[src/rtl/extio8x4_pkg.sv]
// Shared constants and types for the extio8x4 initiator scheduler.
// Channel codes match the 2-bit transfer command seen by the initiator FSM.
package extio8x4_pkg;

    localparam int NCH = 4;

    localparam logic [1:0] CH_RX0 = 2'b00;
    localparam logic [1:0] CH_TX0 = 2'b01;
    localparam logic [1:0] CH_RX1 = 2'b10;
    localparam logic [1:0] CH_TX1 = 2'b11;

    typedef enum logic [1:0] {
        S_IDLE  = 2'd0,
        S_OFFER = 2'd1,
        S_BUSY  = 2'd2
    } sched_state_e;

endpackage

[src/rtl/extio8x4_rr_pick.sv]
// Rotating find-first: returns the first set mask bit after the pointer,
// wrapping, with the pointer position itself checked last.
module extio8x4_rr_pick
    import extio8x4_pkg::*;
(
    input  logic [NCH-1:0] mask_i,
    input  logic [1:0]     ptr_i,
    output logic           found_o,
    output logic [1:0]     idx_o
);

    logic [1:0] cand;

    always_comb begin
        found_o = 1'b0;
        idx_o   = ptr_i;
        cand    = ptr_i;
        for (int i = 1; i <= NCH; i++) begin
            cand = ptr_i + 2'(i);
            if (!found_o && mask_i[cand]) begin
                found_o = 1'b1;
                idx_o   = cand;
            end
        end
    end

endmodule

[src/rtl/extio8x4_wrr_sched.sv]
// Weighted round-robin scheduler for the four extio8x4 virtual channels,
// with per-channel burst credits and a starvation guard.
//
// state   | meaning
// S_IDLE  | no command offered; arbitrate when any channel is eligible
// S_OFFER | command held on sched_valid_o/sched_code_o until accepted or withdrawn
// S_BUSY  | transfer accepted; waiting for xfer_done_i
module extio8x4_wrr_sched
    import extio8x4_pkg::*;
#(
    parameter int WEIGHT_W = 4,
    parameter int STARVE_W = 8
) (
    input  logic                    clk,
    input  logic                    reset,
    input  logic [NCH-1:0]          req_i,
    input  logic [4*WEIGHT_W-1:0]   cfg_weight_i,
    input  logic [STARVE_W-1:0]     cfg_starve_lim_i,
    output logic                    sched_valid_o,
    output logic [1:0]              sched_code_o,
    input  logic                    sched_ready_i,
    input  logic                    xfer_done_i,
    output logic                    busy_o,
    output logic                    proto_err_o
);

    sched_state_e        state_q, state_d;
    logic [1:0]          code_q, code_d;
    logic [1:0]          ptr_q, ptr_d;
    logic                err_q, err_d;
    logic [WEIGHT_W-1:0] credit_q [NCH];
    logic [WEIGHT_W-1:0] credit_d [NCH];
    logic [STARVE_W-1:0] starve_q [NCH];
    logic [STARVE_W-1:0] starve_d [NCH];

    logic [WEIGHT_W-1:0] weight [NCH];
    logic [NCH-1:0]      elig;
    logic [NCH-1:0]      starving;
    logic                starve_any;
    logic [1:0]          starve_idx;
    logic                pick_found;
    logic [1:0]          pick_idx;

    always_comb begin
        for (int n = 0; n < NCH; n++) begin
            weight[n]   = cfg_weight_i[n*WEIGHT_W +: WEIGHT_W];
            elig[n]     = req_i[n] && (weight[n] != '0);
            starving[n] = elig[n] && (cfg_starve_lim_i != '0)
                          && (starve_q[n] >= cfg_starve_lim_i);
        end
    end

    // Lowest index wins among starving channels.
    always_comb begin
        starve_any = 1'b0;
        starve_idx = 2'd0;
        for (int n = NCH - 1; n >= 0; n--) begin
            if (starving[n]) begin
                starve_any = 1'b1;
                starve_idx = 2'(n);
            end
        end
    end

    extio8x4_rr_pick u_rr_pick (
        .mask_i  (elig),
        .ptr_i   (ptr_q),
        .found_o (pick_found),
        .idx_o   (pick_idx)
    );

    always_comb begin
        state_d  = state_q;
        code_d   = code_q;
        ptr_d    = ptr_q;
        err_d    = err_q;
        credit_d = credit_q;
        starve_d = starve_q;

        case (state_q)
            S_IDLE: begin
                if (sched_ready_i || xfer_done_i) err_d = 1'b1;
                if (|elig) begin
                    state_d = S_OFFER;
                    if (starve_any) begin
                        code_d               = starve_idx;
                        ptr_d                = starve_idx;
                        credit_d[starve_idx] = weight[starve_idx];
                    end else if (elig[ptr_q] && (credit_q[ptr_q] != '0)) begin
                        code_d = ptr_q;
                    end else if (pick_found) begin
                        code_d             = pick_idx;
                        ptr_d              = pick_idx;
                        credit_d[pick_idx] = weight[pick_idx];
                    end
                end
            end

            S_OFFER: begin
                if (xfer_done_i) err_d = 1'b1;
                if (sched_ready_i) begin
                    state_d = S_BUSY;
                    if (credit_q[code_q] != '0)
                        credit_d[code_q] = credit_q[code_q] - WEIGHT_W'(1);
                    for (int n = 0; n < NCH; n++) begin
                        if (2'(n) == code_q)
                            starve_d[n] = '0;
                        else if (elig[n] && (starve_q[n] != '1))
                            starve_d[n] = starve_q[n] + STARVE_W'(1);
                    end
                end else if (!req_i[code_q]) begin
                    state_d = S_IDLE;
                end
            end

            S_BUSY: begin
                if (sched_ready_i) err_d = 1'b1;
                if (xfer_done_i) state_d = S_IDLE;
            end

            default: state_d = S_IDLE;
        endcase
    end

    always_ff @(posedge clk) begin
        if (reset) begin
            state_q <= S_IDLE;
            code_q  <= CH_RX0;
            ptr_q   <= CH_TX1;
            err_q   <= 1'b0;
            for (int n = 0; n < NCH; n++) begin
                credit_q[n] <= '0;
                starve_q[n] <= '0;
            end
        end else begin
            state_q  <= state_d;
            code_q   <= code_d;
            ptr_q    <= ptr_d;
            err_q    <= err_d;
            credit_q <= credit_d;
            starve_q <= starve_d;
        end
    end

    assign sched_valid_o = (state_q == S_OFFER);
    assign busy_o        = (state_q == S_BUSY);
    assign sched_code_o  = code_q;
    assign proto_err_o   = err_q;

endmodule

[config.mk]
export PLATFORM = sky130hd
export DESIGN_NAME = extio8x4_wrr_sched
export DESIGN_NICKNAME = d
export VERILOG_FILES = /design/src/rtl/extio8x4_pkg.sv /design/src/rtl/extio8x4_rr_pick.sv /design/src/rtl/extio8x4_wrr_sched.sv
export SDC_FILE = /design/constraint.sdc
export NUM_CORES = 1
export LEC_CHECK = 0
export ABC_CLOCK_PERIOD_IN_PS = 5100
export BUFFER_PORTS_ARGS = -buffer_cell sky130_fd_sc_hd__buf_2
export CAP_MARGIN = 10
export CORE_MARGIN = 2
export CORE_UTILIZATION = 50
export CTS_CLUSTER_DIAMETER = 120
export DETAILED_ROUTE_END_ITERATION = 6
export PLACE_DENSITY = 0.69
export SYNTH_ARGS = -nofsm -noshare
export SYNTH_HDL_FRONTEND = slang
export SYNTH_SLANG_ARGS = --single-unit
[constraint.sdc]
create_clock -name clk -period 5.1 [get_ports clk]
set_clock_uncertainty 0.15 [all_clocks]
set_input_delay 1.02 -clock clk [delete_from_list [all_inputs] [get_ports clk]]
set_output_delay 1.02 -clock clk [all_outputs]
set_load 0.02 [all_outputs]
* Word level (Yosys, flattened, before mapping)
Cells that the tools add are included.
** Storage, ports and cells
- Flip-flop bits (word level) :: 55
- Input bits :: 32
- Output and inout port bits :: 5
- Word-level logic and storage cells :: 190
** Operators by class
- $add $sub $neg :: 8
- Magnitude comparators :: 16
- Equality and inequality tests :: 20
- Multiplexer cells :: 76
- Bitwise gates (word level) :: 4
- Reductions and logical operators :: 54
** Operators by type and width (count)
- $mux 16 :: 6
- $mux 8 :: 8
- $bwmux 16 :: 3
- $mux 4 :: 11
- $mux 2 :: 17
- $add 8x1->8 const B :: 4
- $bmux 4 s2 :: 4
- $ge 8x8->1 :: 4
- $ne 8x8->1 const B :: 4
- $pmux 16 s2 :: 1
- $demux 4 s2 :: 3
- $reduce_bool 4->1 :: 6
- $logic_and 1x1->1 :: 23
- $reduce_and 3->1 :: 6
- $mux 1 :: 16
- $lt 2x3->1 const B :: 5
- $ge 3x3->1 const B :: 4
- $not 2->3 :: 4
- $reduce_bool 2->1 :: 6
- $bmux 1 s2 :: 5
- $ne 2x2->1 const B :: 5
- $lt 3x1->1 const B :: 3
- $ne 3x3->1 const B :: 3
- $reduce_and 4->1 :: 2
- other kinds (17) :: 25

* Longest topological paths before layout
Gate-level depths: netlist of run 1.
- Word-level depth :: 25
- Depth in mapped cells :: 11
- Depth with buffers taken out :: 10

* Cells and area by module
A second synthesis of run 1 with hierarchy kept.
** Unflattened totals
- Cell total of the unflattened synthesis :: 476
- Area, all modules :: 4017.6 µm²
** By module, submodules not included
- extio8x4_wrr_sched :: instances 1, cells each 462, area an instance 3935.0 µm², seq. area each 1101.1 µm²
- extio8x4_rr_pick :: instances 1, cells each 14, area an instance 82.6 µm², seq. area each 0.0 µm²

* Least setup slack after synthesis of run 1
No wires, ideal clock.
- Path kind :: input to register
- From :: input cfg_starve_lim_i[2]
- To :: register credit_q[1] (netlist name)
- Setup time :: 0.120 ns
- Arrival :: 3.282 ns
- Data required time :: 4.830 ns
- Slack :: 1.549 ns
- Stages on the path :: 10
- Path buffers :: 0
- Cell sequence :: inv_1 > ha_1 > a211o_1 > a31oi_1 > o221ai_1 > nand2_1 > or4b_4 > o211a_1 > and3_1 > a211o_1
** Between the ends
- Cells in the longest elaborated chain, start to end :: 16
- Elaborated cells between the ends (all ways) :: 37
- Those cells by class :: order compare: 6; eq/ne: 2; mux: 17; bitwise: 1; reduce/logical: 11
** Ends and longest elaborated chain
- start: declaration :: line extio8x4_wrr_sched.sv:18 : input logic [STARVE_W-1:0] cfg_starve_lim_i,
- parallel branches: the longest is 16 deep, another holds $ge 8x8->1
- end signal: assignment :: line extio8x4_wrr_sched.sv:140 : credit_q <= credit_d;
- end: declaration :: line extio8x4_wrr_sched.sv:31 : logic [WEIGHT_W-1:0] credit_q [NCH];
Several ways; the timed one is not identified. The select of a mux whose other input is x is not followed.
A chain may end at the register's enable or synchronous reset.

* Final worst setup path of run 1
- From :: input cfg_starve_lim_i[6]
- To :: register credit_q[1] (netlist name)
Same word-level chain as after synthesis.

==> results of run 1 <==
[kinds of logic (layout without fill, tap and decap cells)]
group                    after synthesis  in the layout  share of synthesized area
AO/OA/AOI/OAI                        123            123                      0.240
flip-flops                            55             55                      0.277
adder cells (fa/ha/maj)               38             38                      0.120
buffers and inverters                 34             68                     0.0353
AND/OR/NAND/NOR                      195            195                      0.240
XOR/XNOR                              24             24                     0.0529
multiplexers                           8              8                     0.0362
[final timing paths]
kind / cells past startpoint / end / from
setup reg to reg: 11 / credit_q[1] / starve_q[16]
setup / recovery: 12 / credit_q[1] / cfg_starve_lim_i[6]
hold reg to reg: 1 / credit_q[15] / credit_q[15]
hold / removal: 1 / credit_q[15] / credit_q[15]
[sequential cells by signal, summed over array words and instances (netlist names)]
signal	flops
proto_err_o	1
state_q	2
ptr_q	2
starve_q	32
credit_q	16
sched_code_o	2
[routing by layer]
metal	track usage	part of all wire	vias up
met4	0.0686	0.015	0
met1	0.361	0.48	1756
met2	0.412	0.45	117
met3	0.0322	0.059	12
met5	0	0	-
li1	-	-	1864
[cell type report]
type | instances | share of cell area
Sequential cell | 55 | 0.255
Multi-Input combinational cell | 388 | 0.633
Clock buffer | 7 | 0.0177
Tap cell | 102 | 0.0296
Clock inverter | 1 | 0.00116
Timing Repair Buffer | 37 | 0.0435
Inverter | 23 | 0.0200
[per-stage QoR]
step | cells | setup slack (ns) | cell area, um^2
after global placement | 605 | 1.11 | 4240
after detailed placement | 605 | 0.973 | 4240
after floorplan | 477 | 1.55 | 3980
final | 613 | 1.29 | 4320
after CTS | 613 | 1.32 | 4320
after global routing | 613 | 1.10 | 4320
[synth_stat cells, types with 5 or more instances]
cell	count	area (um^2)
sky130_fd_sc_hd__nand2b_1	8	50.1
sky130_fd_sc_hd__nor2_1	58	218
sky130_fd_sc_hd__a21oi_1	34	170
sky130_fd_sc_hd__nand3_1	24	120
sky130_fd_sc_hd__clkbuf_1	5	18.8
sky130_fd_sc_hd__a31oi_1	5	31.3
sky130_fd_sc_hd__xnor2_1	5	43.8
sky130_fd_sc_hd__mux4_2	5	113
sky130_fd_sc_hd__nor3_1	10	50.1
sky130_fd_sc_hd__o41a_1	5	56.3
sky130_fd_sc_hd__nor4_1	6	37.5
sky130_fd_sc_hd__a211oi_1	5	37.5
sky130_fd_sc_hd__dfxtp_1	55	1100
sky130_fd_sc_hd__o41ai_1	6	52.6
sky130_fd_sc_hd__or3_1	8	50.1
sky130_fd_sc_hd__xor2_1	19	166
sky130_fd_sc_hd__nand4_1	10	62.6
sky130_fd_sc_hd__and3_1	7	43.8
sky130_fd_sc_hd__o2bb2ai_1	8	70.1
sky130_fd_sc_hd__ha_1	38	475
sky130_fd_sc_hd__nand2_1	43	161
sky130_fd_sc_hd__o21ai_0	17	85.1
sky130_fd_sc_hd__inv_1	22	82.6
sky130_fd_sc_hd__nor2b_1	8	50.1
[critical path, cell delays in order]
cell,delay [ns]
sky130_fd_sc_hd__buf_2,0.10
sky130_fd_sc_hd__inv_1,0.16
sky130_fd_sc_hd__ha_1,0.31
sky130_fd_sc_hd__a211oi_1,0.28
sky130_fd_sc_hd__nand3_1,0.11
sky130_fd_sc_hd__a21oi_1,0.29
sky130_fd_sc_hd__o22ai_1,0.14
sky130_fd_sc_hd__buf_4,0.20
sky130_fd_sc_hd__or4b_4,0.56
sky130_fd_sc_hd__o211a_1,0.31
sky130_fd_sc_hd__and3_1,0.19
sky130_fd_sc_hd__a211o_1,0.22
[power groups by stage]
stage / registers, mW / clock network [mW] / logic (mW)
final: 0.579 / 0.242 / 0.693
after global routing: 0.588 / 0.264 / 0.750
after CTS: 0.574 / 0.247 / 0.681
after detailed placement: 0.583 / 0 / 0.679
after global placement: 0.584 / 0 / 0.670
after floorplan: 0.538 / 0 / 0.548
==> summary by stage, run 1 <==
Global routing
The final global-route overflow total is 0. The maximum number of pins on one net before global-route repair is 23. The initial antenna violation count was 0. The via count of the first global-routing pass was 3537.

The first global-routing pass estimated 17.6 mm of wire. In the global route stage, overall resource usage came out at 0.255.

Yosys
The synthesized design contains 0 enable-type register cells. The count of distinct cell types in the synthesized netlist is 65. The warning count from the yosys run is 0.

Synthesis produced a netlist with a net count of 547. The post-synthesis register bit count is 55. The mapped netlist covers 0.00398 mm^2. The main flop type after synthesis is sky130_fd_sc_hd__dfxtp_1.

The post-synthesis instance total is 477. The fraction of the yosys area taken by sequential cells is 0.277. The async set-or-reset flop fraction in the synthesized netlist is 0.

A synthesized cell averages 8.33 um^2.

Clock tree
The clock latency on the worst-skew pair is 0.32 ns. The number of buffers inserted by post-CTS setup repair is 0. Post-CTS repair changed the size of 0 cells. The cts-stage hold buffer count is 0. The number of clock buffers added by TritonCTS is 5. TritonCTS built the clock tree. The maximum clock insertion buffer count is 2. The cell sitting at the root of the clock tree is a sky130_fd_sc_hd__clkbuf_8.

The tree built by TritonCTS fans out to 55 sinks. The clock-pin slew of the registers on the worst-case setup and hold paths is 0.10 ns. In this run the number of H-tree levels came out at 2.

Timing
The slew of the pin with the lowest slew margin is 0.949 ns. The total setup violations reported at the end of the flow is 0. The final-report hold violation count came to 0. Derived from the worst setup path, the maximum achievable clock frequency is 0.262 GHz. Headroom to the max-slew limit came out at 0.359.

Setup repair after global routing left no endpoint under its margin. The max-slew violation count is 0. The total negative setup slack is 0 ns. Counting I/O delays and the setup requirement, the final critical path takes 3.81 ns. Hold timing on the final database bottoms out at a slack of 0.350 ns.

In the finished design, the share of the clock period the worst path needs comes to 0.748.

Critical path
Data on the critical path is required at its endpoint by 5.17 ns. Of all nets on the critical path, the largest fanout is 11. The setup check on the worst reg-to-reg path leaves a slack of 1.77 ns. The signal arrival time at the worst endpoint is 3.88 ns. The startpoint type of the worst setup path is a primary input. The setup path with the least slack is of type in2reg. STA classifies the critical path endpoint as a register.

Floorplanning
The floorplan step set the die height to 93.2 um. The initial standard-cell utilization of the core is 0.514. The area enclosed by the die boundary is 0.00868 mm^2.

The I/O pin count is 37. From left edge to right edge, the die measures 93.2 um. The total area inside the core boundary comes to 0.00773 mm^2. After floorplanning, the core was divided into 32 placement rows.

Layout
After filler insertion, the fill cell instance count of the layout stands at 720. The layout net count is 580. The multi-input gate area in the final layout is 0.00273 mm^2. The fraction of layout cells with a size suffix above 1 is 0.121. The utilization after layout is 0.559. The leading cell type in the layout, fill and taps excluded is sky130_fd_sc_hd__nor2_1. The storage element area is 0.00110 mm^2.

The area added between synthesis and finish is 8.62%. The library cells used most frequently in the layout, excluding fill and tap cells, are sky130_fd_sc_hd__nor2_1, sky130_fd_sc_hd__dfxtp_1, sky130_fd_sc_hd__nand2_1, sky130_fd_sc_hd__ha_1, sky130_fd_sc_hd__buf_2. The number of antenna diodes in the final layout is 0.

Hold path
The kind of path behind the tightest hold check is reg2reg.

Placement
Summed over all nets, the half-perimeter wirelength after detailed placement is 8.06 mm. The number of input and output port buffers inserted is 36. The congestion estimate from routability-driven global placement came to 0.930.

Power
The net switching power figure is 650 uW. The share of total power dissipated in the clock network is 0.160. The switching share of power is 0.429. The design draws 1.51 mW. The power density of the placed cells is 351 mW/mm^2. The part of the total power dissipated in sequential elements is 0.382. Across the VDD grid, the largest voltage drop is 176 uV. In this run the static leakage power is 1.79 nW. The proportion of power drawn by combinational gates is 0.458. Cell internal power was estimated by the tool at 863 uW.

Drt
The total number of vias is 3749. After detailed routing, the average wire length per cell comes to 17.0 um. The routed design has 10.4 mm of wire.

For this run, the detailed router's first-pass iteration total came to 5. After the first detailed-routing iteration, the DRC count stood at 345. In the routed design, unresolved DRC markers number 0. In the routed layout, each cell is associated on average with a via count of 6.12. The remaining number of nets flagged by the antenna check after routing is 0.

Flow run
The max-cap check violation count is 0.

Run status
The flow ran to the end, and the final reports show no timing, DRC or antenna violations.
No activity file was read; power rests on OpenSTA's default activity.
==> run 2: changes to the inputs <==
- ABC_CLOCK_PERIOD_IN_PS: 5100 -> 3300
- PLACE_DENSITY: 0.69 -> 0.72
- clock period: 5.1 -> 3.3 ns (I/O delays scaled with it)
==> summary by stage, run 2 (synthesized netlist as in run 1, its figures left out) <==
Drt
In the routed layout, each cell is associated on average with a via count of 6.11. The total number of vias is 3905. The routed wire length per instance is 17.2 um.

In this run the remaining antenna-violating nets after routing total 0. The total iterations of the first detailed-routing run is 5. After detailed routing, the number of remaining DRC violations is 0.

The sum of routed wire length over all layers is 11.0 mm. The first routing iteration left 297 violations.

Timing
The slew of the pin with the lowest slew margin is 0.586 ns. The maximum achievable frequency is 0.324 GHz. The tightest hold margin is 0.350 ns. For the final routed database, the setup TNS stands at 0 ns. The final-report hold violation count is 0. The max-slew violation count is 0. The fraction of the cycle the final worst path needs is 0.936. The worst path setup slack after routing is 0.212 ns. The worst path in the final design needs a cycle of 3.09 ns, including I/O delays and setup. Setup repair after global routing left no endpoint under its margin.

The worst slew margin relative to its limit is 0.607. The total setup violations reported at the end of the flow is 0.

Global routing
For this run, the total global-route usage over all layers was measured as 0.265. The initial antenna violation count is 0. The layer flagged by global routing as most heavily used is met2. The met2 track demand over resource in global routing is 0.423.

The first global-routing pass estimated 18.3 mm of wire. In the global route stage, met3 resource usage came out at 0.0580. Entering global routing, the biggest net connects 22 pins.

The via count of the first global-routing pass is 3777. For met1 alone, demand over resource in global routing was 0.356. Global routing finished with a remaining overflow of 0.

Hold path
For hold timing, the worst endpoint is proto_err_o. The critical hold path startpoint is proto_err_o. The min-delay analysis places its worst path in the category reg2reg. The number of instances on the worst hold path is 2.

Flow run
The max-cap check violation count is 0.

Placement
The count of buffers added on input and output ports is 36. The placed standard-cell area is 0.00443 mm^2. The last weighted congestion value of the routability-driven placer is 0.945.

The number of cells in the design after placement is 631. Prior to clock tree synthesis, the placed netlist has a worst setup slack of -0.0652 ns. The estimated wirelength of the detail-placed design is 8.52 mm.

Layout
The number of filler instances in the final layout is 702. With fillers left out, the area of the finished cells amounts to 0.00453 mm^2. At the end of the flow, the number of nets in the layout was 606. Counting flops per register, the top entry is starve_q. Once layout is complete, the cells apart from fillers number 639.

The multi-input gate area in the final layout is 0.00273 mm^2. Of the cells placed in the final design, the portion with a size suffix greater than 1 is 0.166. The area added between synthesis and finish is 14.0%. The largest registers in the layout are starve_q x32, credit_q x16. The number of inserted diodes is 0. The leading cell type in the layout, fill and taps excluded is sky130_fd_sc_hd__nor2_1. The library cells used most frequently in the layout, excluding fill and tap cells, are sky130_fd_sc_hd__nor2_1, sky130_fd_sc_hd__dfxtp_1, sky130_fd_sc_hd__nand2_1, sky130_fd_sc_hd__ha_1, sky130_fd_sc_hd__buf_2.

The register with the most flip-flops in the layout has 32 of them. Across the whole layout, storage elements account for 0.00110 mm^2.

Critical path
The largest stage delay on the critical path is 0.56 ns. The largest individual stage delay along the critical path comes from the cell sky130_fd_sc_hd__or4b_4. The worst-case register-to-register setup slack is 0.24 ns.

The critical path is of the in2reg type. The number of buffer and inverter instances along the worst setup path is 2. In this run the worst path has a maximum fanout of 9. The signal on the critical path passes through buf_2, inv_1, ha_1, a211oi_1, nand3_1, a21oi_1, o22ai_1, or4b_4, o21a_1, nand2_1, o2bb2ai_1. The startpoint of the worst register-to-register path is starve_q[16]. At the worst endpoint, the required time is 3.36 ns.

The endpoint identified for the worst register-to-register timing path is credit_q[10]. The family with the most delay on the worst path is compound AO/OA/AOI/OAI gates. STA puts the critical path data arrival time at 3.14 ns. The cell depth of the worst flop-to-flop path is 10. STA classifies the critical path startpoint as a primary input. The worst setup path is captured at a register.

Clock tree
The H-tree depth is 2. The number of gates resized after CTS was 0. The clock root buffer master is sky130_fd_sc_hd__clkbuf_8.

In this run the post-CTS setup repair buffer count came out at 0. The clock tree from TritonCTS is done. Clock-pin slew was measured on the worst setup and hold paths at 0.10 ns. The total clock buffers created by CTS is 5. The cts-stage hold buffer count is 0. The clock latency on the worst-skew pair is 0.32 ns. The maximum clock insertion buffer count is 2. The number of clock sinks seen by CTS is 55.

Power
The static leakage is 1.92 nW. The maximum ir drop on the vdd rail is 293 uV. In this run the power density over the cells is 550 mW/mm^2.

Floorplanning
The die covers 0.00868 mm^2. For this configuration, the core starts out at a cell density of 0.514. The die boundary width is 93.2 um. The core region area is 0.00773 mm^2.

37 I/O pins were placed. The floorplan step set the die height to 93.2 um. Row generation in the floorplan step produced 32 rows.

Run status
The flow ran to the end, and the final reports show no timing, DRC or antenna violations.
## run 2: cell count changes in the layout (fill, tap and decap cells not counted), sizes merged
cell,delta
buf,+26
clkbuf,+1
clkinv,-1
## run 2: worst max path at each step
stage,startpoint,endpoint,slack (ns),cells past startpoint
global placement,cfg_starve_lim_i[6],credit_q[1],0.009,13
detailed placement,cfg_starve_lim_i[6],credit_q[10],-0.07,11
finish,cfg_starve_lim_i[6],credit_q[10],0.21,11
floorplan,cfg_starve_lim_i[2],credit_q[1],0.11,10
global route,cfg_starve_lim_i[6],credit_q[10],0.04,11
CTS,cfg_starve_lim_i[6],credit_q[14],0.25,11
## run 2: metrics by stage
step                total power [mW]  utilization
finish                          2.49        0.586
global route                    2.63        0.586
CTS                             2.46        0.586
detailed placement              2.03        0.574
global placement                2.03        0.574
floorplan                       1.68            -
## run 2: power breakdown
part           switching, mW  internal [mW]  leakage, nW
Clock                  0.231          0.192       0.0515
Sequential             0.109          0.752        0.447
Combinational          0.699          0.508         1.42
Total                   1.04           1.45         1.92
## run 2: final cells by class
cell class | count | area share
multi-input cells | 388 | 0.603
flip-flops and latches | 55 | 0.243
clock buffers | 8 | 0.0221
well taps | 102 | 0.0282
repair buffers | 63 | 0.0845
inverters | 23 | 0.0191
## run 2: per-layer routing
metal / vias to the layer above / part of all wire
li1: 1905 / -
met1: 1845 / 0.46
met2: 133 / 0.45
met3: 22 / 0.068
met4: 0 / 0.021
met5: - / 0
## run 2: worst min-delay path, stage by stage (launching register included)
cell                       delay (ns)
sky130_fd_sc_hd__dfxtp_1         0.34
sky130_fd_sc_hd__a221oi_1        0.05
sky130_fd_sc_hd__nor2_1          0.08
==> run 3: changes to the inputs <==
--- a/config.mk
+++ b/config.mk
@@ -8,3 +8,3 @@
 export ABC_CLOCK_PERIOD_IN_PS = 3300
-export BUFFER_PORTS_ARGS = -buffer_cell sky130_fd_sc_hd__buf_2
+export BUFFER_PORTS_ARGS = -buffer_cell sky130_fd_sc_hd__buf_4
 export CAP_MARGIN = 10
==> constraint.sdc (replaced) <==
create_clock -name clk -period 3.3 [get_ports clk]
set_clock_uncertainty 0.15 [all_clocks]
set_input_delay 0.495 -clock clk [delete_from_list [all_inputs] [get_ports clk]]
set_output_delay 0.495 -clock clk [all_outputs]
set_load 0.02 [all_outputs]
==> summary by stage, run 3 (synthesized netlist as in run 1, its figures left out) <==
Run status
The flow ran to the end, and the final reports show no timing, DRC or antenna violations.

Timing
The tightest hold margin is 0.271 ns. The total negative setup slack is 0 ns. The total setup violations reported at the end of the flow is 0. The final critical path time including I/O delays and setup is 3.10 ns. For this run, the top clock speed supported by timing is 0.323 GHz. The max-slew violation count is 0. Setup repair after global routing left no endpoint under its margin.

The slew of the pin with the lowest slew margin is 0.609 ns. Dividing the final minimum period by the clock period gives 0.939. The final-report hold violation count is 0. Headroom to the max-slew limit came out at 0.592. The worst path setup slack after routing is 0.200 ns.

Floorplanning
The core region area is 0.00773 mm^2. The I/O pin count is 37. The area enclosed by the die boundary is 0.00868 mm^2. The initialized floorplan defines 32 standard-cell rows. The initial utilization of the core area, before any placement, comes to 0.514. The floorplan step set the die width to 93.2 um.

The height of the chip is 93.2 um.

Drt
The first TritonRoute pass finished after 5 iterations. The total number of vias is 3896. For this block, the initial DRC count from the detailed router was 346. After detailed routing, the total wire length is 11.1 mm. Using the TritonRoute via totals, the vias-per-cell ratio works out to 6.21. In the routed design, unresolved DRC markers number 0. The detail route stage leaves a number of antenna-violating nets equal to 0. The routed wire length per instance is 17.7 um.

Placement
The number of cells in the design after placement is 619. Buffers placed on the I/O ports in this run total 36. The placed instances occupy a cell area of 0.00443 mm^2.

The post-placement setup slack is -0.0745 ns. The estimated wirelength of the detail-placed design is 8.57 mm. Routability-driven placement finished with a final weighted congestion of 0.907.

Hold path
The worst hold path was traced through 3 stages. The worst hold endpoint is credit_q[3]. In this run the worst hold path is classified as in2reg.

The critical hold path startpoint is cfg_weight_i[15].

Clock tree
The maximum clock insertion buffer count is 2. The number of clock sinks seen by CTS is 55. After clock tree synthesis, the clock-pin slew on the worst setup and hold paths is 0.10 ns. After clock tree synthesis, the repair step resized 0 gates.

The H-tree generated during clock tree synthesis spans 2 levels. The clock root buffer master is sky130_fd_sc_hd__clkbuf_8. The number of buffers inserted by post-CTS setup repair is 0. The clock tree from TritonCTS is done. After clock tree synthesis, the flow added hold-fix buffers numbering 0. The clock latency on the worst-skew pair is 0.31 ns. The total clock buffers created by CTS is 5.

Layout
The largest registers in the layout are starve_q x32, credit_q x16. The number of cells in the finished layout apart from fillers is 627. Leaving out fill and tap cells, the most frequent cell in the layout is sky130_fd_sc_hd__nor2_1. At the end of the flow the core is filled with cells to 0.586. The area added between synthesis and finish is 14.0%. More flip-flops sit in one register than any other, and that register is starve_q. 0 antenna diodes ended up in the layout. With fillers left out, the area of the finished cells amounts to 0.00453 mm^2.

The register with the most flip-flops in the layout has 32 of them. The fraction of layout cells with a size suffix above 1 is 0.147. The layout net count is 594. The top cell types in the final layout, fill and taps aside, are sky130_fd_sc_hd__nor2_1, sky130_fd_sc_hd__dfxtp_1, sky130_fd_sc_hd__buf_4, sky130_fd_sc_hd__nand2_1, sky130_fd_sc_hd__ha_1.

Power
The maximum ir drop on the vdd rail is 284 uV. The design draws 2.48 mW. Dividing total power by cell area gives a power density of 547 mW/mm^2. Summed over all cells, the static leakage comes to 1.89 nW.

Critical path
The capturing point of the worst reg2reg path is credit_q[15]. The number of cells on the worst reg-to-reg path is 10. The signal arrival time at the worst endpoint is 3.15 ns.

Among all stages on the critical path, the largest delay is contributed by sky130_fd_sc_hd__or4b_4. The startpoint of the worst register-to-register path is starve_q[16]. Along the worst path, the maximum fanout reaches 9. The required time of the critical path is 3.35 ns. The largest stage delay on the critical path is 0.58 ns. Traced cell by cell, the critical path runs through inv_1, ha_1, nand2b_1, a211o_1, a21oi_1, o22ai_1, or4b_4, o21a_1, nand2_1, o2bb2ai_1. In this design, the largest share of critical-path delay is due to compound AO/OA/AOI/OAI gates. The category of the most critical setup path is reg2reg. The worst setup path is captured at a register. The startpoint type of the worst setup path is a register.

The worst-case register-to-register setup slack is 0.20 ns. The number of buffers and inverters on the critical path is 1. The logic depth of the worst path, buffers included is 10.

Global routing
The initial antenna violation count is 0. The total global routing track utilization is 0.268. Entering global routing, the biggest net connects 23 pins. The wire length of the first global-routing pass is 18.4 mm.

The final global-route overflow total is 0. The via count of the first global-routing pass is 3691.

Flow run
Max-cap violations in this run came to 0.
## run 3: cell types whose count changed in the layout (fill, tap and decap cells not counted)
cell / before / now
sky130_fd_sc_hd__buf_2: 36 / 0
sky130_fd_sc_hd__buf_4: 27 / 51
## run 3: report_power, final
part / internal, mW / switching, mW / leakage [nW]
Sequential: 0.752 / 0.126 / 0.447
Combinational: 0.491 / 0.691 / 1.40
Clock: 0.192 / 0.228 / 0.0515
## run 3: area by class of cell
| type | instances | area (um^2) |
|---|---|---|
| Timing Repair Buffer | 51 | 383 |
| Clock buffer | 8 | 100 |
| Tap cell | 102 | 128 |
| Fill cell | 702 | 3200 |
| Multi-Input combinational cell | 388 | 2730 |
| Inverter | 23 | 86.3 |
| Sequential cell | 55 | 1100 |
## run 3: worst max path at each step
| stage | startpoint | endpoint |
|---|---|---|
| 2_1_floorplan | cfg_starve_lim_i[2] | credit_q[1] |
| 6_report | starve_q[16] | credit_q[15] |
| 4_1_cts | starve_q[16] | credit_q[13] |
| 3_5_place_dp | cfg_starve_lim_i[6] | credit_q[13] |
| 3_3_place_gp | cfg_starve_lim_i[6] | credit_q[14] |
| 5_1_grt | starve_q[16] | credit_q[10] |
## run 3: metal layers
metal,routed length [um],part of all wire,global-route usage
met5,0,0,0
met4,265,0.024,0.102
met3,741,0.067,0.0427
met2,4980,0.45,0.412
met1,5140,0.46,0.380
## run 3: tightest hold or removal path, delay by kind of cell
kind	cells	cell delay, ns
AND/OR/NAND/NOR	2	0.12
buffers and inverters	1	0.09
